## config.mk

```make
export PLATFORM = sky130hd
export DESIGN_NAME = sd_enmux_n
export DESIGN_NICKNAME = d
export VERILOG_FILES = /design/src/rtl/sd_enmux_n.sv
export SDC_FILE = /design/constraint.sdc
export NUM_CORES = 1
export LEC_CHECK = 0
export ABC_CLOCK_PERIOD_IN_PS = 1100
export CORE_AREA = 2 2 42 44
export CTS_BUF_LIST = sky130_fd_sc_hd__clkbuf_2 sky130_fd_sc_hd__clkbuf_4 sky130_fd_sc_hd__clkbuf_8
export CTS_CLUSTER_DIAMETER = 150
export DETAILED_ROUTE_END_ITERATION = 10
export DIE_AREA = 0 0 44 46
export PLACE_DENSITY_LB_ADDON = 0.1
export SETUP_SLACK_MARGIN = 0.2
export SYNTH_ARGS = -nofsm -noshare
export SYNTH_HDL_FRONTEND = slang
export SYNTH_SLANG_ARGS = --single-unit
export TNS_END_PERCENT = 10
```

## constraint.sdc

```tcl
create_clock -name clk -period 1.1 [get_ports clk]
set_input_delay 0.165 -clock clk [delete_from_list [all_inputs] [get_ports clk]]
set_output_delay 0.165 -clock clk [all_outputs]
set_load 0.03 [all_outputs]
```

## src/rtl/sd_enmux_n.sv

```systemverilog
// sd_enmux_n: srdy/drdy width-narrowing serializer.
// Takes one `width`-bit word on the consumer side and emits it as `ratio`
// narrow beats on the producer side, least-significant slice first, with
// p_last flagging the final beat of each word.
//
// Optional build macro: SD_ENMUX_N_PIPELINE_EN
//   Adds a one-word skid register ("next") so that words stream back to back
//   at ratio beats per ratio cycles. When undefined, a single holding
//   register is used and one idle cycle appears between words.
//
// state  | meaning
// -------+--------------------------------------------------------------
// EMPTY  | holding register free; accepting a word, no beat on output
// LOADED | holding register has a word; presenting slice[beat]

module sd_enmux_n #(
    parameter int width = 8,
    parameter int ratio = 2
) (
    input  logic                                clk,
    input  logic                                reset,
    input  logic                                c_srdy,
    output logic                                c_drdy,
    input  logic [width-1:0]                    c_data,
    output logic                                p_srdy,
    input  logic                                p_drdy,
    output logic [(width+ratio-1)/ratio-1:0]    p_data,
    output logic                                p_last
);

    localparam int nw = (width + ratio - 1) / ratio;
    localparam int cw = (ratio > 1) ? $clog2(ratio) : 1;
    localparam int ew = nw * ratio;
    localparam logic [cw-1:0] last_beat = cw'(ratio - 1);

    typedef enum logic {
        EMPTY  = 1'b0,
        LOADED = 1'b1
    } state_t;

    state_t          state, state_n;
    logic [cw-1:0]   beat, beat_n;
    logic [ew-1:0]   hold, hold_n;
    logic [ew-1:0]   c_ext;
    logic            word_xfer;
    logic            beat_xfer;
    logic            final_beat;

`ifdef SD_ENMUX_N_PIPELINE_EN
    logic [ew-1:0]   next_word, next_word_n;
    logic            next_full, next_full_n;
`endif

    // Zero-extend the incoming word so pad bits of the top slice are always 0.
    assign c_ext      = ew'(c_data);
    assign word_xfer  = c_srdy & c_drdy;
    assign beat_xfer  = p_srdy & p_drdy;
    assign final_beat = (beat == last_beat);

    // Ready depends only on registered state (and reset), never on p_drdy.
`ifdef SD_ENMUX_N_PIPELINE_EN
    assign c_drdy = ~reset & ~next_full;
`else
    assign c_drdy = ~reset & (state == EMPTY);
`endif
    assign p_srdy = (state == LOADED);
    assign p_last = p_srdy & final_beat;

    // Select the current beat's slice out of the holding register.
    always_comb begin
        p_data = '0;
        for (int k = 0; k < ratio; k++) begin
            if (beat == cw'(k)) begin
                p_data = hold[k*nw +: nw];
            end
        end
    end

    // Next-state, beat counter and register-load decisions.
    always_comb begin
        state_n     = state;
        beat_n      = beat;
        hold_n      = hold;
`ifdef SD_ENMUX_N_PIPELINE_EN
        next_word_n = next_word;
        next_full_n = next_full;
`endif
        case (state)
            EMPTY: begin
                if (word_xfer) begin
                    state_n = LOADED;
                    beat_n  = '0;
                    hold_n  = c_ext;
                end
            end
            LOADED: begin
                if (beat_xfer && final_beat) begin
                    beat_n = '0;
`ifdef SD_ENMUX_N_PIPELINE_EN
                    // Refill from the skid register first so word order holds;
                    // otherwise a word arriving on this edge goes straight in.
                    if (next_full) begin
                        hold_n = next_word;
                        if (word_xfer) begin
                            next_word_n = c_ext;
                        end else begin
                            next_full_n = 1'b0;
                        end
                    end else if (word_xfer) begin
                        hold_n = c_ext;
                    end else begin
                        state_n = EMPTY;
                    end
`else
                    state_n = EMPTY;
`endif
                end else begin
                    if (beat_xfer) begin
                        beat_n = beat + 1'b1;
                    end
`ifdef SD_ENMUX_N_PIPELINE_EN
                    if (word_xfer) begin
                        next_word_n = c_ext;
                        next_full_n = 1'b1;
                    end
`endif
                end
            end
            default: begin
                state_n = EMPTY;
            end
        endcase
    end

    // State and datapath registers with synchronous reset.
    always_ff @(posedge clk) begin
        if (reset) begin
            state     <= EMPTY;
            beat      <= '0;
            hold      <= '0;
`ifdef SD_ENMUX_N_PIPELINE_EN
            next_word <= '0;
            next_full <= 1'b0;
`endif
        end else begin
            state     <= state_n;
            beat      <= beat_n;
            hold      <= hold_n;
`ifdef SD_ENMUX_N_PIPELINE_EN
            next_word <= next_word_n;
            next_full <= next_full_n;
`endif
        end
    end

endmodule

```

==> metrics.txt, run 1 <==
first-pass GRT wire length=1462 um; most frequent cells in the layout=11 x buf_6, 9 x nor2_1, 9 x clkdlybuf4s50_1, 8 x mux2i_1, 8 x dfxtp_1; DRT iter0 DRCs=8; post-synthesis sequential area ratio=0.4611; Num CTS Buffers=3; setup tns final=-870.5 ps; Required @ worst endpoint=940 ps; type of origin of the critical path=flop; synth warn=0; nets=82; HP Class=in -> reg; die area=2024 um2; H-tree depth=1; Area Growth Syn to Fin=73.78%; Vias=368; Setup crit start=beat; WL final=891 um; Setup WS post-layout=-213.4 ps; Initial Util=0.2690; Mapped Cells=42; largest net degree at the start of global routing=8; CP endpoint kind=output port; Synth cell types=11; Skew-Pair Late Insertion Delay=260 ps; flops & latches, synth=10; worst path cell trace=buf_6 -> mux2_4 -> buf_6; Placed Instances=82; Max VDD drop=0.6649 mV; RSZ-0062 raised after global routing=true; Max-Cap Viols=0; pre-CTS setup slack=-394.4 ps; Sink Count=10; period utilisation layout=1.194; gr ovfl total=0; root buffer cell=clkbuf_4; CP max-delay cell=dfxtp_2; Fmax=0.7614 GHz; Finished Core Util=0.4674; Slew @ Worst Pin=253.7 ps; Worst Path Arrival=1150 ps; Detail Placement HPWL=718 um; Min-Delay Startpoint=reset; Leak=0.0003379 uW; DRC viols=0; Pwr per Cell Area=1227 nW/um2; Clock Path Buffers=2; setup repair bufs after CTS=0; crit-path max FO=3; critical path class=reg -> out; Finished Layout Cells=86; shortest period the worst path allows=1313 ps; initial antenna violation count=0; Slew Viols, Final=0; vias per inst=4.279; Core ar.=1614 um2; Total GRT Usage=0.1014; drt pass-1 iters=4; die height=46 um; Hold Vio Cnt, Final=0; Die W=44 um; DRT antenna net count=0; CTS tree=built; post-DR wirelength/cell=10.36 um; vias in the first global route=349; violated checks=negative setup slack; cell area after technology mapping=434.2 um2; Crit path top cell by count=buf_6; ant diodes=0; RR Startpoint=p_srdy; cell family contributing the most delay on the critical path=flip-flops; commonest non-fill, non-tap cell in the layout=buf_6; Std-Cell Rows=15; Setup-failing EPs final=5; Max Clock Skew=3.952 ps; slowest stage delay, CP=340 ps; Syn Area/Cell=10.34 um2; status=complete, but fails checks; buffers plus inverters on the worst setup path=2; Port-buffer cells=18; Worst-path clk slew=70 ps; io pins=19; Max-Slew Margin vs Limit=0.8309; share of post-route cells with drive strength above 1=0.4058; Final GP Congestion=0.6454; Mapped Nets=54
==> metal layers <==
metal  up-vias  wire length [um]  track usage
met5         -                 0            0
met4         0                 5      0.05455
met3         2                71      0.03175
met2        10               399       0.1441
met1       159               415       0.1354
li1        197                 -            -
==> worst reg2reg max path, cell delays in order, from the launching register on <==
cell	delay [ps]
dfxtp_4	380
nor2b_4	140
buf_6	140
mux2i_1	180
nor2_1	50
==> sequential cells by signal, indices dropped and copies added (netlist names) <==
name,flops
hold,8
beat,1
p_srdy,1
==> kinds of logic (layout without fill, tap and decap cells) <==
| logic type | after synthesis | in the layout | share of synthesized area |
|---|---|---|---|
| flops | 10 | 10 | 0.4611 |
| simple gates | 12 | 12 | 0.1239 |
| mux | 12 | 12 | 0.2882 |
| compound gates | 4 | 4 | 0.05763 |
| buf+inv | 4 | 31 | 0.06914 |
==> through the flow <==
step	power [uW]	area, um2	hold slack [ps]
after global placement	628.0	680.7	483.3
after floorplan	529.9	452.9	237.8
final	926.1	754.5	365.3
after detailed placement	627.9	680.7	485.5
after global routing	982.5	754.5	360.8
after CTS	942.7	743.2	315.4
==> synth_stat cells <==
cell / count / area share
clkbuf_1: 1 / 0.0086
and2_2: 1 / 0.017
nor2b_2: 1 / 0.020
mux2_2: 4 / 0.10
mux2i_1: 8 / 0.18
nor2_1: 10 / 0.086
inv_1: 1 / 0.0086
a21oi_1: 2 / 0.023
a211oi_1: 2 / 0.035
buf_6: 2 / 0.052
dfxtp_1: 10 / 0.46
==> final timing paths <==
| check | to | slack, ps | depth (start not counted) |
|---|---|---|---|
| setup / recovery | p_data[0] | -210 | 3 |
| hold / removal | beat | 370 | 2 |
| hold reg to reg | hold[3] | 500 | 2 |
| setup reg to reg | hold[4] | 110 | 4 |
==> report_power, final <==
part,switching (uW),total [uW],internal [uW]
logic,96.3,236,140
registers,18.7,404,386
clock network,121,285,164
total,236,926,690
==> layout make-up <==
| cell class | count | area, um2 |
|---|---|---|
| fill | 156 | 859.6 |
| timing repair buffer | 26 | 261.5 |
| multi-input combinational | 28 | 232.7 |
| sequential | 10 | 205.2 |
| clock buffer | 4 | 30.03 |
| tap | 17 | 21.27 |
| inverter | 1 | 3.754 |
==> what timing repair did <==
| item | CTS | global route |
|---|---|---|
| setup endpoints to repair | 16 | 17 |
| hold buffers | 0 | 0 |
| pin swaps | 9 | 8 |
| resized for setup | 39 | 3 |
(Power assumes the default switching activity.)
==> run 2: changes to the inputs <==
==> constraint.sdc (replaced) <==
create_clock -name clk -period 1.1 [get_ports clk]
set_input_delay 0.22 -clock clk [delete_from_list [all_inputs] [get_ports clk]]
set_output_delay 0.22 -clock clk [all_outputs]
set_load 0.03 [all_outputs]
==> run 2 against run 1 <==
  * Non-clock buffer count shrank 4
  * Critical path depth shrank 1
  * Largest cell class is now multi-input combinational cells
  * Critical endpoint is now p_data[2]
  * The flow still finishes with violations (negative setup slack)
  * Total power shrank 1.2%
  * Fmax shrank 1.6%
==> metrics.txt, run 2 (synthesis gave the netlist of run 1 again) <==
period utilisation layout=1.213 (was 1.194); Detail Placement HPWL=641.7 um (was 718 um); drt pass-1 iters=2 (was 4); Worst Path Arrival=1110 ps (was 1150 ps); Max-Cap Viols=0 (unchanged); Std-Cell Rows=15 (unchanged); Die W=44 um (unchanged); Hold Vio Cnt, Final=0 (unchanged); Final GP Congestion=0.6749 (was 0.6454); Setup crit start=beat (unchanged); die height=46 um (unchanged); CP endpoint kind=output port (unchanged); RSZ-0062 raised after global routing=true (unchanged); setup tns final=-1098 ps (was -870.5 ps); slowest stage delay, CP=400 ps (was 340 ps); cell family contributing the most delay on the critical path=flip-flops (unchanged); Worst-path clk slew=70 ps (about the same); first-pass GRT wire length=1386 um (was 1462 um); hold buffers post-CTS=0 (unchanged); post-DR wirelength/cell=10.52 um (was 10.36 um); Slew Viols, Final=0 (unchanged); ant diodes=0 (unchanged); Vias=354 (was 368); vias per inst=4.317 (was 4.279); Num CTS Buffers=3 (unchanged); Skew-Pair Late Insertion Delay=270 ps (was 260 ps); Pwr per Cell Area=1257 nW/um2 (was 1227 nW/um2); Initial Util=0.2690 (unchanged); Max-Slew Margin vs Limit=0.8814 (was 0.8309); Total GRT Usage=0.09992 (was 0.1014); most frequent cells in the layout=9 x nor2_1, 9 x clkdlybuf4s50_1, 8 x mux2i_1, 8 x dfxtp_1, 8 x buf_6 (was 11 x buf_6, 9 x nor2_1, 9 x clkdlybuf4s50_1, 8 x mux2i_1, 8 x dfxtp_1); Setup-failing EPs final=5 (unchanged); worst path cell trace=mux2_4 -> buf_6 (was buf_6 -> mux2_4 -> buf_6); Leak=0.0003192 uW (was 0.0003379 uW); gr ovfl total=0 (unchanged); die area=2024 um2 (unchanged); type of origin of the critical path=flop (unchanged); CTS tree=built (unchanged); Fmax=0.7492 GHz (was 0.7614 GHz); crit-path max FO=5 (was 3); DRT iter0 DRCs=1 (was 8); WL final=863 um (was 891 um); H-tree depth=1 (unchanged); status=complete, but fails checks (unchanged); Sink Count=10 (unchanged); io pins=19 (unchanged); nets=78 (was 82); DRT antenna net count=0 (unchanged); max reg flops=8 (unchanged); Fillers=147 (was 156); HP Class=in -> reg (unchanged); CP max-delay cell=dfxtp_4 (was dfxtp_2); Min-Delay Startpoint=c_srdy (was reset); root buffer cell=clkbuf_4 (unchanged); register area=207.7 um2 (was 205.2 um2); DRC viols=0 (unchanged); Max VDD drop=0.8549 mV (was 0.6649 mV); share of post-route cells with drive strength above 1=0.3692 (was 0.4058); initial antenna violation count=0 (unchanged); largest net degree at the start of global routing=11 (was 8); Max Clock Skew=12.17 ps (was 3.952 ps); setup repair bufs after CTS=0 (unchanged); Multi-input gate area=232.7 um2 (unchanged); Required @ worst endpoint=880 ps (was 940 ps); Reg with most FFs=hold (unchanged); Setup WS post-layout=-234.8 ps (was -213.4 ps); Port-buffer cells=18 (unchanged); Pwr Total=915.1 uW (was 926.1 uW); critical path class=reg -> out (unchanged); Area Growth Syn to Fin=67.72% (was 73.78%); buffers plus inverters on the worst setup path=1 (was 2); Core ar.=1614 um2 (unchanged); RR Startpoint=p_srdy (unchanged); violated checks=negative setup slack (unchanged); Clock Path Buffers=2 (unchanged); Slew @ Worst Pin=176.9 ps (was 253.7 ps); shortest period the worst path allows=1335 ps (was 1313 ps); vias in the first global route=340 (was 349)
## run 2: cell count changes in the layout (fill, tap and decap cells not counted), sizes merged
cell and change:
buf -4
## run 2: tightest hold or removal path: stages
cell           delay (ps)
dlygate4sd2_1         240
nor2_1                130
a211oi_1               60
## run 2: what timing repair did
| item | 4_1_cts | 5_1_grt |
|---|---|---|
| gates resized for setup | 37 | 1 |
| setup endpoints to repair | 17 | 17 |
| pin swaps | 9 | 9 |
## run 2: worst paths after layout
check | to | slack (ps) | cells past startpoint
max | p_data[2] | -230 | 2
min reg2reg | hold[2] | 500 | 2
max reg2reg | hold[7] | 80 | 4
min | p_srdy | 420 | 3
## run 2: routing by layer
| metal | GRT usage | part of all wire | vias to the layer above |
|---|---|---|---|
| li1 | - | - | 190 |
| met4 | 0.03636 | 0 | 0 |
| met5 | 0 | 0 | - |
| met1 | 0.1074 | 0.43 | 150 |
| met3 | 0.07937 | 0.10 | 0 |
| met2 | 0.1471 | 0.46 | 14 |
## run 2: where the power goes
part	total (uW)	leakage (uW)	internal [uW]	switching, uW
clock	286	0.0000184	164	122
sequential	407	0.0000835	385	22.6
combinational	222	0.000217	131	90.2
total	915	0.000319	681	235
## run 2: stage by stage
stage          hold WS (ps)  instances  utilization  cell area, um2  worst slack, ps
2_1_floorplan         285.3         42            -           456.7            112.7
3_3_place_gp          483.1         78       0.4132           666.9           -421.5
3_5_place_dp          487.9         78       0.4132           666.9           -434.2
4_1_cts               419.2         82       0.4488           724.4           -249.2
5_1_grt               425.7         82       0.4512           728.2           -272.9
6_report              421.5         82       0.4512           728.2           -234.8
## run 2: final cells by class
cell class / instances / area share
multi-input cells: 28 / 0.3196
well taps: 17 / 0.02921
repair buffers: 22 / 0.3196
inverters: 1 / 0.005155
clock buffers: 4 / 0.04124
flip-flops and latches: 10 / 0.2852
==> run 3: changes to the inputs <==
--- a/config.mk
+++ b/config.mk
@@ -13,6 +13,8 @@
 export DIE_AREA = 0 0 44 46
 export PLACE_DENSITY_LB_ADDON = 0.1
 export SETUP_SLACK_MARGIN = 0.2
+export SKIP_LAST_GASP = 1
+export SLEW_MARGIN = 20
 export SYNTH_ARGS = -nofsm -noshare
 export SYNTH_HDL_FRONTEND = slang
 export SYNTH_SLANG_ARGS = --single-unit
==> run 3 against run 2 <==
  * The flow still finishes with violations (negative setup slack)
  * Setup slack improved by 0.57 ps
  * Design area decreased by 2.7%
  * Total power decreased by 1.2%
  * Core utilization is 1.2 points lower
  * Critical path depth unchanged
  * First-iteration DRC count is the same
  * Final cell count is the same
  * Fmax about the same
  * Via count is the same
  * Count of clock-buffer cells in the layout unchanged
  * Clock power about the same
  * Critical path type unchanged
==> metrics.txt, run 3 (synthesis gave the netlist of run 1 again) <==
root buffer cell=clkbuf_4 (unchanged); register area=207.7 um2 (unchanged); Leak=0.0003075 uW (was 0.0003192 uW); worst path cell trace=mux2_4 -> buf_6 (unchanged); setup repair bufs after CTS=0 (unchanged); Initial Util=0.2690 (unchanged); status=complete, but fails checks (unchanged); Min-Delay Startpoint=hold[2] (was c_srdy); crit-path max FO=5 (unchanged); Clock Path Buffers=2 (unchanged); most frequent cells in the layout=11 x clkdlybuf4s50_1, 9 x nor2_1, 8 x mux2i_1, 8 x dfxtp_1 (was 9 x nor2_1, 9 x clkdlybuf4s50_1, 8 x mux2i_1, 8 x dfxtp_1, 8 x buf_6); io pins=19 (unchanged); RR Startpoint=p_srdy (unchanged); RSZ-0062 raised after global routing=true (unchanged); Max VDD drop=0.8549 mV (about the same); Setup WS post-layout=-234.2 ps (was -234.8 ps); reg2reg setup slack=60 ps (was 80 ps); Slew @ Worst Pin=176.9 ps (about the same); period utilisation layout=1.213 (about the same); DRC viols=0 (unchanged); CP endpoint kind=output port (unchanged); slowest stage delay, CP=400 ps (about the same); drt pass-1 iters=2 (unchanged); share of post-route cells with drive strength above 1=0.3692 (unchanged); Detail Placement HPWL=641.7 um (unchanged); cell family contributing the most delay on the critical path=flip-flops (unchanged); DRT iter0 DRCs=1 (unchanged); die area=2024 um2 (unchanged); Multi-input gate area=221.5 um2 (was 232.7 um2); Sink Count=10 (unchanged); Finished Core Util=0.4388 (was 0.4512); die height=46 um (unchanged); initial antenna violation count=0 (unchanged); WL final=850 um (was 863 um); Port-buffer cells=18 (unchanged); Core ar.=1614 um2 (unchanged); setup tns final=-1255 ps (was -1098 ps); vias per inst=4.317 (unchanged); largest net degree at the start of global routing=11 (unchanged); Total GRT Usage=0.1016 (was 0.09992); worst reg2reg endpoint=hold[7] (unchanged); max reg flops=8 (unchanged); critical path class=reg -> out (unchanged); nets=78 (unchanged); buffers plus inverters on the worst setup path=1 (unchanged); CTS tree=built (unchanged); Setup-failing EPs final=12 (was 5); Hold Vio Cnt, Final=0 (unchanged); type of origin of the critical path=flop (unchanged); first-pass GRT wire length=1407 um (was 1386 um); Fin Hold WS=495.2 ps (was 421.5 ps); DRT antenna net count=0 (unchanged); Skew-Pair Late Insertion Delay=270 ps (about the same); R2R depth=4 (unchanged); H-tree depth=1 (unchanged); hold depth=2 (was 3); Vias=354 (unchanged); Endpoint, Worst Hold=hold[2] (was p_srdy); Max-Cap Viols=0 (unchanged); Final GP Congestion=0.6749 (unchanged); Fmax=0.7495 GHz (was 0.7492 GHz); Worst Path Arrival=1110 ps (about the same); CP max-delay cell=dfxtp_4 (unchanged); Worst-path clk slew=70 ps (about the same); gr ovfl total=0 (unchanged); Reg with most FFs=hold (unchanged); Die W=44 um (unchanged); Num CTS Buffers=3 (unchanged); ant diodes=0 (unchanged); Area Growth Syn to Fin=63.11% (was 67.72%); Max Clock Skew=11.70 ps (was 12.17 ps); Slew Viols, Final=0 (unchanged); Pwr per Cell Area=1277 nW/um2 (was 1257 nW/um2); vias in the first global route=346 (was 340); shortest period the worst path allows=1334 ps (was 1335 ps); post-DR wirelength/cell=10.37 um (was 10.52 um); commonest non-fill, non-tap cell in the layout=clkdlybuf4s50_1; Std-Cell Rows=15 (unchanged); violated checks=negative setup slack (unchanged); Setup crit start=beat (unchanged); Required @ worst endpoint=880 ps (about the same); Fillers=148 (was 147); HP Class=reg -> reg (was in -> reg); Max-Slew Margin vs Limit=0.8813 (was 0.8814)
run 3: cell count changes in the layout (fill, tap and decap cells not counted):
cell and change:
nor2_2 +1, buf_4 +3, clkdlybuf4s50_1 +2, nor2_4 -1, and2_2 +1, nor2b_4 -1
and2_4 -1, buf_6 -3, nor2b_2 +1, dlygate4sd2_1 -2
run 3: layer usage:
layer | global-route usage | vias to the layer above | share of wire
met3 | 0.07937 | 0 | 0.11
met2 | 0.1471 | 14 | 0.46
met1 | 0.1122 | 150 | 0.43
met4 | 0.03636 | 0 | 0
li1 | - | 190 | -
met5 | 0 | - | 0
run 3: power by group:
group / leakage [uW] / switching, uW / internal (uW)
combinational: 0.000206 / 88.1 / 126
sequential: 0.0000835 / 19.9 / 385
clock: 0.0000184 / 121 / 164
run 3: worst max-delay path by stage:
| stage | to | slack, ps | cells past startpoint |
|---|---|---|---|
| 2_1_floorplan | hold[0] | 110 | 4 |
| 3_3_place_gp | p_data[2] | -420 | 2 |
| 3_5_place_dp | p_data[2] | -430 | 2 |
| 4_1_cts | p_data[2] | -250 | 2 |
| 5_1_grt | p_data[2] | -270 | 2 |
| 6_report | p_data[2] | -230 | 2 |
run 3: layout make-up:
cell class	count	share of cell area
flip-flops and latches	10	0.2933
multi-input cells	28	0.3127
inverters	1	0.005300
clock buffers	4	0.04240
well taps	17	0.03004
repair buffers	22	0.3163
run 3: per-stage QoR:
stage,total power [uW],instances,cell area [um2],worst slack (ps)
2_1_floorplan,531.7,42,456.7,112.7
3_3_place_gp,625.5,78,666.9,-421.5
3_5_place_dp,624.9,78,666.9,-434.2
4_1_cts,920.9,82,704.4,-249.2
5_1_grt,955.3,82,708.2,-272.9
6_report,904.0,82,708.2,-234.2
run 3: timing repair:
item | CTS | global route
endpoints found under the setup margin | 17 | 17
hold buffers | 0 | 0
resized for setup | 29 | 1
run 3: worst register-to-register path, stage by stage (launching register included):
cell	delay [ps]
dfxtp_4	370
nor2b_2	180
buf_12	150
mux2i_1	180
nor2_1	50
